`config.mk`:
```
export PLATFORM = sky130hd
export DESIGN_NAME = calendar_date_counter
export DESIGN_NICKNAME = d
export VERILOG_FILES = /design/src/rtl/clock_pkg.sv /design/src/rtl/month_length.sv /design/src/rtl/calendar_date_counter.sv
export SDC_FILE = /design/constraint.sdc
export NUM_CORES = 1
export LEC_CHECK = 0
export ABC_CLOCK_PERIOD_IN_PS = 20700
export BUFFER_PORTS_ARGS = -buffer_cell sky130_fd_sc_hd__buf_2
export CORE_UTILIZATION = 55
export CTS_BUF_LIST = sky130_fd_sc_hd__clkbuf_4 sky130_fd_sc_hd__clkbuf_8
export DETAILED_ROUTE_END_ITERATION = 12
export GPL_TIMING_DRIVEN = 0
export PLACE_DENSITY = 0.74
export REMOVE_ABC_BUFFERS = 1
export SYNTH_ARGS = -nofsm -noshare
export SYNTH_HDL_FRONTEND = slang
export SYNTH_SLANG_ARGS = --single-unit
```
`constraint.sdc`:
```
create_clock -name clk -period 20.7 [get_ports clk]
set_clock_uncertainty 0.2 [all_clocks]
set_input_delay 3.105 -clock clk [delete_from_list [all_inputs] [get_ports clk]]
set_output_delay 3.105 -clock clk [all_outputs]
set_load 0.01 [all_outputs]
```
`src/rtl/clock_pkg.sv`:
```
// Shared constants for the calendar/clock datapath: field widths,
// month numbers and the manual-adjust field select encodings.
package clock_pkg;

  localparam int DAY_W   = 5;
  localparam int MONTH_W = 4;

  localparam logic [MONTH_W-1:0] MON_JAN = 4'd1;
  localparam logic [MONTH_W-1:0] MON_FEB = 4'd2;
  localparam logic [MONTH_W-1:0] MON_MAR = 4'd3;
  localparam logic [MONTH_W-1:0] MON_APR = 4'd4;
  localparam logic [MONTH_W-1:0] MON_MAY = 4'd5;
  localparam logic [MONTH_W-1:0] MON_JUN = 4'd6;
  localparam logic [MONTH_W-1:0] MON_JUL = 4'd7;
  localparam logic [MONTH_W-1:0] MON_AUG = 4'd8;
  localparam logic [MONTH_W-1:0] MON_SEP = 4'd9;
  localparam logic [MONTH_W-1:0] MON_OCT = 4'd10;
  localparam logic [MONTH_W-1:0] MON_NOV = 4'd11;
  localparam logic [MONTH_W-1:0] MON_DEC = 4'd12;

  localparam logic [1:0] ADJ_DAY   = 2'd0;
  localparam logic [1:0] ADJ_MONTH = 2'd1;
  localparam logic [1:0] ADJ_YEAR  = 2'd2;
  localparam logic [1:0] ADJ_NONE  = 2'd3;

endpackage

```
`src/rtl/month_length.sv`:
```
// Combinational month length and leap flag for a (month, year offset) pair.
// Out-of-range month codes report 31; callers validate the month separately.
module month_length
  import clock_pkg::*;
#(
  parameter int YEAR_W       = 7,
  parameter int BASE_YEAR    = 2000,
  parameter int CENTURY_RULE = 1
) (
  input  logic [MONTH_W-1:0] month,
  input  logic [YEAR_W-1:0]  year,
  output logic [DAY_W-1:0]   length,
  output logic               leap
);

  logic [11:0] full_year;
  logic        div4;
  logic        div100;
  logic        div400;

  assign full_year = 12'(BASE_YEAR) + 12'(year);
  assign div4      = (full_year[1:0] == 2'b00);
  assign div100    = ((full_year % 12'd100) == 12'd0);
  assign div400    = ((full_year % 12'd400) == 12'd0);

  always_comb begin
    leap = div4 && ((CENTURY_RULE == 0) || !div100 || div400);
    case (month)
      MON_FEB:                            length = leap ? 5'd29 : 5'd28;
      MON_APR, MON_JUN, MON_SEP, MON_NOV: length = 5'd30;
      default:                            length = 5'd31;
    endcase
  end

endmodule

```
`src/rtl/calendar_date_counter.sv`:
```
// Day/month/year calendar register: advances on day_tick, accepts validated
// loads and per-field button adjusts that clamp the day instead of carrying.
module calendar_date_counter
  import clock_pkg::*;
#(
  parameter int YEAR_W       = 7,
  parameter int BASE_YEAR    = 2000,
  parameter int CENTURY_RULE = 1
) (
  input  logic                clk,
  input  logic                rst,
  input  logic                day_tick,
  input  logic                load_valid,
  input  logic [DAY_W-1:0]    load_day,
  input  logic [MONTH_W-1:0]  load_month,
  input  logic [YEAR_W-1:0]   load_year,
  input  logic                adj_pulse,
  input  logic [1:0]          adj_sel,
  output logic [DAY_W-1:0]    day,
  output logic [MONTH_W-1:0]  month,
  output logic [YEAR_W-1:0]   year,
  output logic [DAY_W-1:0]    days_in_month,
  output logic                leap,
  output logic                load_ack,
  output logic                load_err,
  output logic                month_wrap,
  output logic                year_wrap
);

  logic [DAY_W-1:0]   day_q, day_d;
  logic [MONTH_W-1:0] month_q, month_d;
  logic [YEAR_W-1:0]  year_q, year_d;
  logic               load_ack_q, load_ack_d;
  logic               load_err_q, load_err_d;
  logic               month_wrap_q, month_wrap_d;
  logic               year_wrap_q, year_wrap_d;

  logic [DAY_W-1:0]   cur_len, ld_len, cand_len;
  logic               cur_leap, ld_leap_unused, cand_leap_unused;
  logic [MONTH_W-1:0] next_month, cand_month;
  logic [YEAR_W-1:0]  next_year, cand_year;
  logic               load_ok;

  assign next_month = (month_q == MON_DEC) ? MON_JAN : month_q + 4'd1;
  assign next_year  = year_q + 1'b1;

  // One shared instance evaluates whichever candidate date the adjust would create.
  assign cand_month = (adj_sel == ADJ_MONTH) ? next_month : month_q;
  assign cand_year  = (adj_sel == ADJ_YEAR)  ? next_year  : year_q;

  month_length #(.YEAR_W(YEAR_W), .BASE_YEAR(BASE_YEAR), .CENTURY_RULE(CENTURY_RULE)) u_cur_len (
    .month(month_q), .year(year_q), .length(cur_len), .leap(cur_leap)
  );

  month_length #(.YEAR_W(YEAR_W), .BASE_YEAR(BASE_YEAR), .CENTURY_RULE(CENTURY_RULE)) u_load_len (
    .month(load_month), .year(load_year), .length(ld_len), .leap(ld_leap_unused)
  );

  month_length #(.YEAR_W(YEAR_W), .BASE_YEAR(BASE_YEAR), .CENTURY_RULE(CENTURY_RULE)) u_cand_len (
    .month(cand_month), .year(cand_year), .length(cand_len), .leap(cand_leap_unused)
  );

  assign load_ok = (load_month >= MON_JAN) && (load_month <= MON_DEC) &&
                   (load_day != 5'd0) && (load_day <= ld_len);

  always_comb begin
    day_d        = day_q;
    month_d      = month_q;
    year_d       = year_q;
    load_ack_d   = 1'b0;
    load_err_d   = 1'b0;
    month_wrap_d = 1'b0;
    year_wrap_d  = 1'b0;

    if (load_valid) begin
      if (load_ok) begin
        day_d      = load_day;
        month_d    = load_month;
        year_d     = load_year;
        load_ack_d = 1'b1;
      end else begin
        load_err_d = 1'b1;
      end
    end else if (adj_pulse) begin
      case (adj_sel)
        ADJ_DAY: day_d = (day_q >= cur_len) ? 5'd1 : day_q + 5'd1;
        ADJ_MONTH: begin
          month_d = next_month;
          day_d   = (day_q > cand_len) ? cand_len : day_q;
        end
        ADJ_YEAR: begin
          year_d = next_year;
          day_d  = (day_q > cand_len) ? cand_len : day_q;
        end
        default: ;
      endcase
    end else if (day_tick) begin
      if (day_q < cur_len) begin
        day_d = day_q + 5'd1;
      end else begin
        day_d        = 5'd1;
        month_wrap_d = 1'b1;
        if (month_q == MON_DEC) begin
          month_d     = MON_JAN;
          year_d      = next_year;
          year_wrap_d = (year_q == {YEAR_W{1'b1}});
        end else begin
          month_d = next_month;
        end
      end
    end
  end

  always_ff @(posedge clk) begin
    if (rst) begin
      day_q        <= 5'd1;
      month_q      <= MON_JAN;
      year_q       <= '0;
      load_ack_q   <= 1'b0;
      load_err_q   <= 1'b0;
      month_wrap_q <= 1'b0;
      year_wrap_q  <= 1'b0;
    end else begin
      day_q        <= day_d;
      month_q      <= month_d;
      year_q       <= year_d;
      load_ack_q   <= load_ack_d;
      load_err_q   <= load_err_d;
      month_wrap_q <= month_wrap_d;
      year_wrap_q  <= year_wrap_d;
    end
  end

  assign day           = day_q;
  assign month         = month_q;
  assign year          = year_q;
  assign days_in_month = cur_len;
  assign leap          = cur_leap;
  assign load_ack      = load_ack_q;
  assign load_err      = load_err_q;
  assign month_wrap    = month_wrap_q;
  assign year_wrap     = year_wrap_q;

endmodule

```
# ---- After elaboration in Yosys (flattened, before gate mapping)
# Index checks and enable logic that the tools add are counted.
dict set report totals {
  ff_bits 20
  in_bits 23
  out_inout_bits 26
  elab_cells 118
}
dict set report classes {
  n_addsub 6
  div 6
  n_lt_le_gt_ge 6
  n_eq_ne 23
  muxes 32
  bitwise_logic 3
  n_reduce_logical 35
}
# op n
set op_table {}
lappend op_table {{12-bit logical NOT} 6}
lappend op_table {{7-bit two-way mux} 7}
lappend op_table {{5-bit one-hot mux with 2 select lines} 4}
lappend op_table {{11-bit by 7-bit adder with 12-bit output (first input constant)} 3}
lappend op_table {{12-bit by 7-bit modulo with 12-bit output (second input constant)} 3}
lappend op_table {{12-bit by 9-bit modulo with 12-bit output (second input constant)} 3}
lappend op_table {{5-bit two-way mux} 7}
lappend op_table {{4-bit two-way mux} 8}
lappend op_table {{4-bit == test (second input constant)} 7}
lappend op_table {{4-bit by 3-bit == test with 1-bit output (second input constant)} 6}
lappend op_table {{4-bit OR reduction} 4}
lappend op_table {{4-bit by 2-bit == test with 1-bit output (second input constant)} 3}
lappend op_table {{2-bit logical NOT} 4}
lappend op_table {{4-bit by 3-bit inequality test with 1-bit output (second input constant)} 2}
lappend op_table {{4-bit AND reduction} 2}
lappend op_table {{7-bit by 1-bit adder with 7-bit output (second input constant)} 1}
lappend op_table {{7-bit == test (second input constant)} 1}
lappend op_table {{1-bit logical AND} 6}
lappend op_table {{1-bit two-way mux} 6}
lappend op_table {{3-bit nonzero test} 2}
lappend op_table {{6-bit OR reduction} 1}
lappend op_table {{5-bit by 1-bit adder with 5-bit output (second input constant)} 1}
lappend op_table {{5-bit >= comparator} 1}
lappend op_table {{5-bit > comparator} 1}
lappend op_table {{other kinds (15)} 22}

# ---- Longest topological paths before layout
dict set report depth {
  ltp_word 15
  mapped_depth 45
  depth_no_buf 38
}

# ---- Hierarchy
# Synthesis repeated with hierarchy kept, for this count alone.
dict set report hier_totals {
  hier_cells 998
  hier_area_um2 7063.0
}
# module n_inst cells_each area_each_um2 seq_area_each_um2
set by_module_without_submodules {}
lappend by_module_without_submodules {month_length 3 245 1671.6 0.0}
lappend by_module_without_submodules {calendar_date_counter 1 263 2048.2 400.4}

# ---- Least setup slack after synthesis
# No wires, ideal clock.
dict set report synth_path {
  kind {input -> register}
  from {input port adj_sel[0]}
  to {register day_q[0] (netlist: day[0])}
  setup_ps 83
  t_arrival_ps 11124
  required_time_ps 20417
  slack_ps 9294
  cell_stages 41
  cell_sequence {inv_1 -> ha_1 -> buf_4 -> nand4_4 -> xnor2_1 -> inv_1 -> clkbuf_1 -> ha_1 -> inv_1 -> ha_1 -> clkbuf_1 -> buf_1 -> inv_1 -> ha_1 -> nand4_1 -> o31ai_4 -> a211oi_1 -> a211o_1 -> [5 not listed] -> a22o_1 -> buf_6 -> and3_1 -> o2111a_1 -> or3_1 -> a211oi_2 -> o211a_1 -> a211oi_1 -> nor3b_2 -> nor4_2 -> ha_1 -> a21oi_1 -> nand3_1 -> a311oi_1 -> a21o_1 -> o311ai_0 -> or4_1 -> o221ai_1}
}
dict set report synth_between {
  elab_chain_len 14
  elab_cells_between_ends 31
}
# item line_no
set synth_rtl {}
lappend synth_rtl {{start: declaration} calendar_date_counter.sv:18} ;# input logic [1:0] adj_sel,
lappend synth_rtl {{parallel branches: the longest is 14 deep, another holds 11-bit by 7-bit adder with 12-bit output} -}
lappend synth_rtl {{end signal: assignment} calendar_date_counter.sv:124} ;# day_q <= day_d;
lappend synth_rtl {{end: declaration} calendar_date_counter.sv:30} ;# logic [DAY_W-1:0] day_q, day_d;
# Several ways; the timed one is not identified. The select of a mux whose other input is x is not followed.
# A chain may end at the register's enable or synchronous reset.

# ---- Worst setup path after layout
# Same ends and word-level chain as after synthesis.

==> results.sh <==
export IMPL_status="complete, no violations"
export IMPL_clkTransAtPathRegs_ns=0.08
export IMPL_gp_congestion=0.9242
export IMPL_cp_depth=34
export IMPL_max_stage_delay_ns=1.08
export IMPL_drtAntennaViolNets=0
export IMPL_start_util_pct=57.53
export IMPL_synth_edff_count=0
export IMPL_post_cts_setup_buffer_count=0
export IMPL_vias=7043
export IMPL_setup_worst_path_start="adj_sel[0]"
export IMPL_max_vdd_ir_drop_mv=0.06550
export IMPL_critPathCaptureType="flop"
export IMPL_cp_common_cell="ha_1"
export IMPL_worstSetupEndpoint="day[0]"
export IMPL_die_y_um=106.8
export IMPL_utilization_pct=59.50
export IMPL_synthSimpleGateAreaFrac_pct=28.04
export IMPL_core_um2=10510
export IMPL_clock_fmax_mhz=71.78
export IMPL_regArea_um2=400.4
export IMPL_hold_violations=0
export IMPL_grt_usage_pct=29.69
export IMPL_async_reset_ff_share_pct=0
export IMPL_vias_per_cell=6.939
export IMPL_wl_um=17330
export IMPL_grt_max_degree=31
export IMPL_synth_compound_area_share_pct=41.00
export IMPL_cts_resized=0
export IMPL_numCtsBuffers=3
export IMPL_synth_cells=879
export IMPL_num_fill_cells=975
export IMPL_yosys_area_share_adder_pct=8.071
export IMPL_worstPathArrival_ns=13.90
export IMPL_r2r_start="year[4]"
export IMPL_post_route_period_util_pct=67.30
export IMPL_multiInputGateArea_um2=5218
export IMPL_path_class="input pin to flop"
export IMPL_synth_top_family_by_area="compound AO/OA/AOI/OAI gates"
export IMPL_clk_latency_ns=0.26
export IMPL_drcViolationCount=0
export IMPL_hpwlAfterDp_um=13160
export IMPL_numPortBuffers=45
export IMPL_yosysWarnings=0
export IMPL_reg2reg_to="day[0]"
export IMPL_root_buffer="clkbuf_8"
export IMPL_crit_family="compound AO/OA/AOI/OAI gates"
export IMPL_cpMaxStageDelayCell="a21boi_0"
export IMPL_relSlewSlack_pct=7.610
export IMPL_die_w_um=106.8
export IMPL_synth_seq_area_share_pct=6.623
export IMPL_fin_tns_setup_ns=0
export IMPL_worst_setup_path_start_kind="input pin"
export IMPL_clockBufferDepth=2
export IMPL_rrSetupSlack_ns=9.21
export IMPL_final_max_slew_viol_count=0
export IMPL_setup_violations=0
export IMPL_drive_gt1_share_pct=11.60
export IMPL_rr_worst_depth=31
export IMPL_synth_seq_cells=20
export IMPL_n_antenna_cell=0
export IMPL_p_leak_nw=2.428
export IMPL_max_slew_worst_pin_slew_ns=1.371
export IMPL_cellPowerDensity_nw_per_um2=68.07
export IMPL_grt_overflow_total=0
export IMPL_hp_class="flop to flop"
export IMPL_drt_pass1_iter_count=7
export IMPL_placed_cells=1011
export IMPL_ys_flop_type="dfxtp_1"
export IMPL_wl_per_cell_um=17.07
export IMPL_dieArea_um2=11420
export IMPL_synth_xor_area_share_pct=6.643
export IMPL_cts_hold_fix_buffers=0
export IMPL_final_nets=938
export IMPL_io_pins=49
export IMPL_antenna_found_initial=0
export IMPL_cts_max_level=1
export IMPL_finalNonFillerCells=1015
export IMPL_rows=37
export IMPL_crit_required_ns=20.67
export IMPL_clkSinkCount=20
export IMPL_min_period_ns=13.93
export IMPL_netlist_cell_type_count=98
export IMPL_synthMuxAreaShare_pct=2.235
export IMPL_tritoncts="built"
export IMPL_drt_iter0_markers=730
export IMPL_syn_area_um2=6046
export IMPL_crit_buf_inv=5
export IMPL_syn2layout_area_growth_pct=3.415
export IMPL_cp_max_fo=19
export IMPL_rsz0062_at_grt="false"
export IMPL_maxCapViolCount=0
export IMPL_grt_pass1_wl_um=29010
export IMPL_syn_area_per_cell_um2=6.878
export IMPL_totalPowerFinal_w=0.0004256
export IMPL_grt_pass1_vias=6342
-- tightest hold or removal path, cell delays in order (launching register included) --
cell and delay [ns]:
dfxtp_1 0.34, o21ai_0 0.08, a21oi_1 0.06
-- synth_stat cells, drive strengths merged (11+ instances only) --
library cell | count | share of area, %
nor4 | 11 | 1.4
and2 | 13 | 1.3
clkbuf | 30 | 1.9
a22oi | 12 | 1.5
and3 | 11 | 1.1
o31ai | 13 | 1.8
a211oi | 24 | 3.4
a31oi | 16 | 1.8
buf | 21 | 2.4
xnor2 | 30 | 4.9
a21oi | 56 | 4.8
nand3 | 29 | 2.5
inv | 48 | 3.0
nand2 | 91 | 5.7
dfxtp | 20 | 6.6
nor3 | 35 | 3.3
a21o | 12 | 1.5
o211ai | 11 | 1.4
nand4 | 13 | 1.8
a221oi | 11 | 1.9
xor2 | 12 | 1.7
o21ai | 59 | 4.9
nor2b | 11 | 1.1
or3 | 11 | 1.1
nor2 | 72 | 4.6
ha | 35 | 7.2
-- sequential cells by signal, indices dropped and copies added (netlist names) --
name	cells
day	5
month_wrap	1
month	4
year_wrap	1
load_ack	1
load_err	1
year	7
-- metrics by stage --
step | cell area (µm²) | worst slack [ns] | hold slack, ns
2_1_floorplan | 5794 | 8.876 | 0.3058
3_3_place_gp | 6190 | 7.030 | 0.3106
3_5_place_dp | 6197 | 6.825 | 0.3028
4_1_cts | 6252 | 7.042 | 0.3158
5_1_grt | 6252 | 6.068 | 0.3488
6_report | 6252 | 6.769 | 0.3244
-- how the worst min path moves through the flow --
stage,start,to,cells past startpoint
floorplan,day[4],day[4],2
global placement,day[4],day[4],2
detailed placement,day[4],day[4],2
CTS,day[4],day[4],2
global route,day[4],day[4],2
finish,day[4],day[4],2
-- power breakdown --
group	internal [W]	switching [W]
clock network	0.0000169	0.0000134
registers	0.0000412	0.00000715
logic	0.000133	0.000214
-- per-layer routing --
layer  GRT usage, %  vias up  share of wire [%]
met4          8.904        0                2.2
met3          1.641       49                6.7
met2          51.52      335                 47
met1          39.39     3280                 44
met5              0        -                  0
li1               -     3379                  -
-- cell type report --
cell class                 instances  area share (%)
inverter                          49           2.942
clock buffer                       4          0.8805
sequential                        20           6.404
tap                              136           2.722
multi-input combinational        761           83.45
timing repair buffer              45           3.602
-- layout by cell type (no fill, tap or decap), drive strengths merged, types with 7 or more instances in the layout --
cell type and count:
or3 11, xor2 12, nand2b 9, o2111ai 8
and2 13, o211ai 11, dfxtp 20, nand2 91
nor3 35, ha 35, a221oi 11, buf 45
nor4 11, o311ai 9, xnor2 30, nand4 13
nor2b 11, and3 11, a31oi 16, a21o 12
a21oi 56, inv 48, nand3 29, nor2 72
o22ai 9, a22oi 12, a211oi 24, o21ai 59
a21boi 7, mux2i 9, o31ai 13
-- kinds of logic (layout without fill, tap and decap cells) --
family / after synthesis / count (layout)
compound gates: 334 / 334
xor+xnor: 42 / 42
fa+ha+maj: 40 / 40
buf+inv: 100 / 98
flops: 20 / 20
mux: 13 / 13
other cells: 1 / 3
simple gates: 329 / 329
Note: power is estimated with default switching activity, not from simulation.
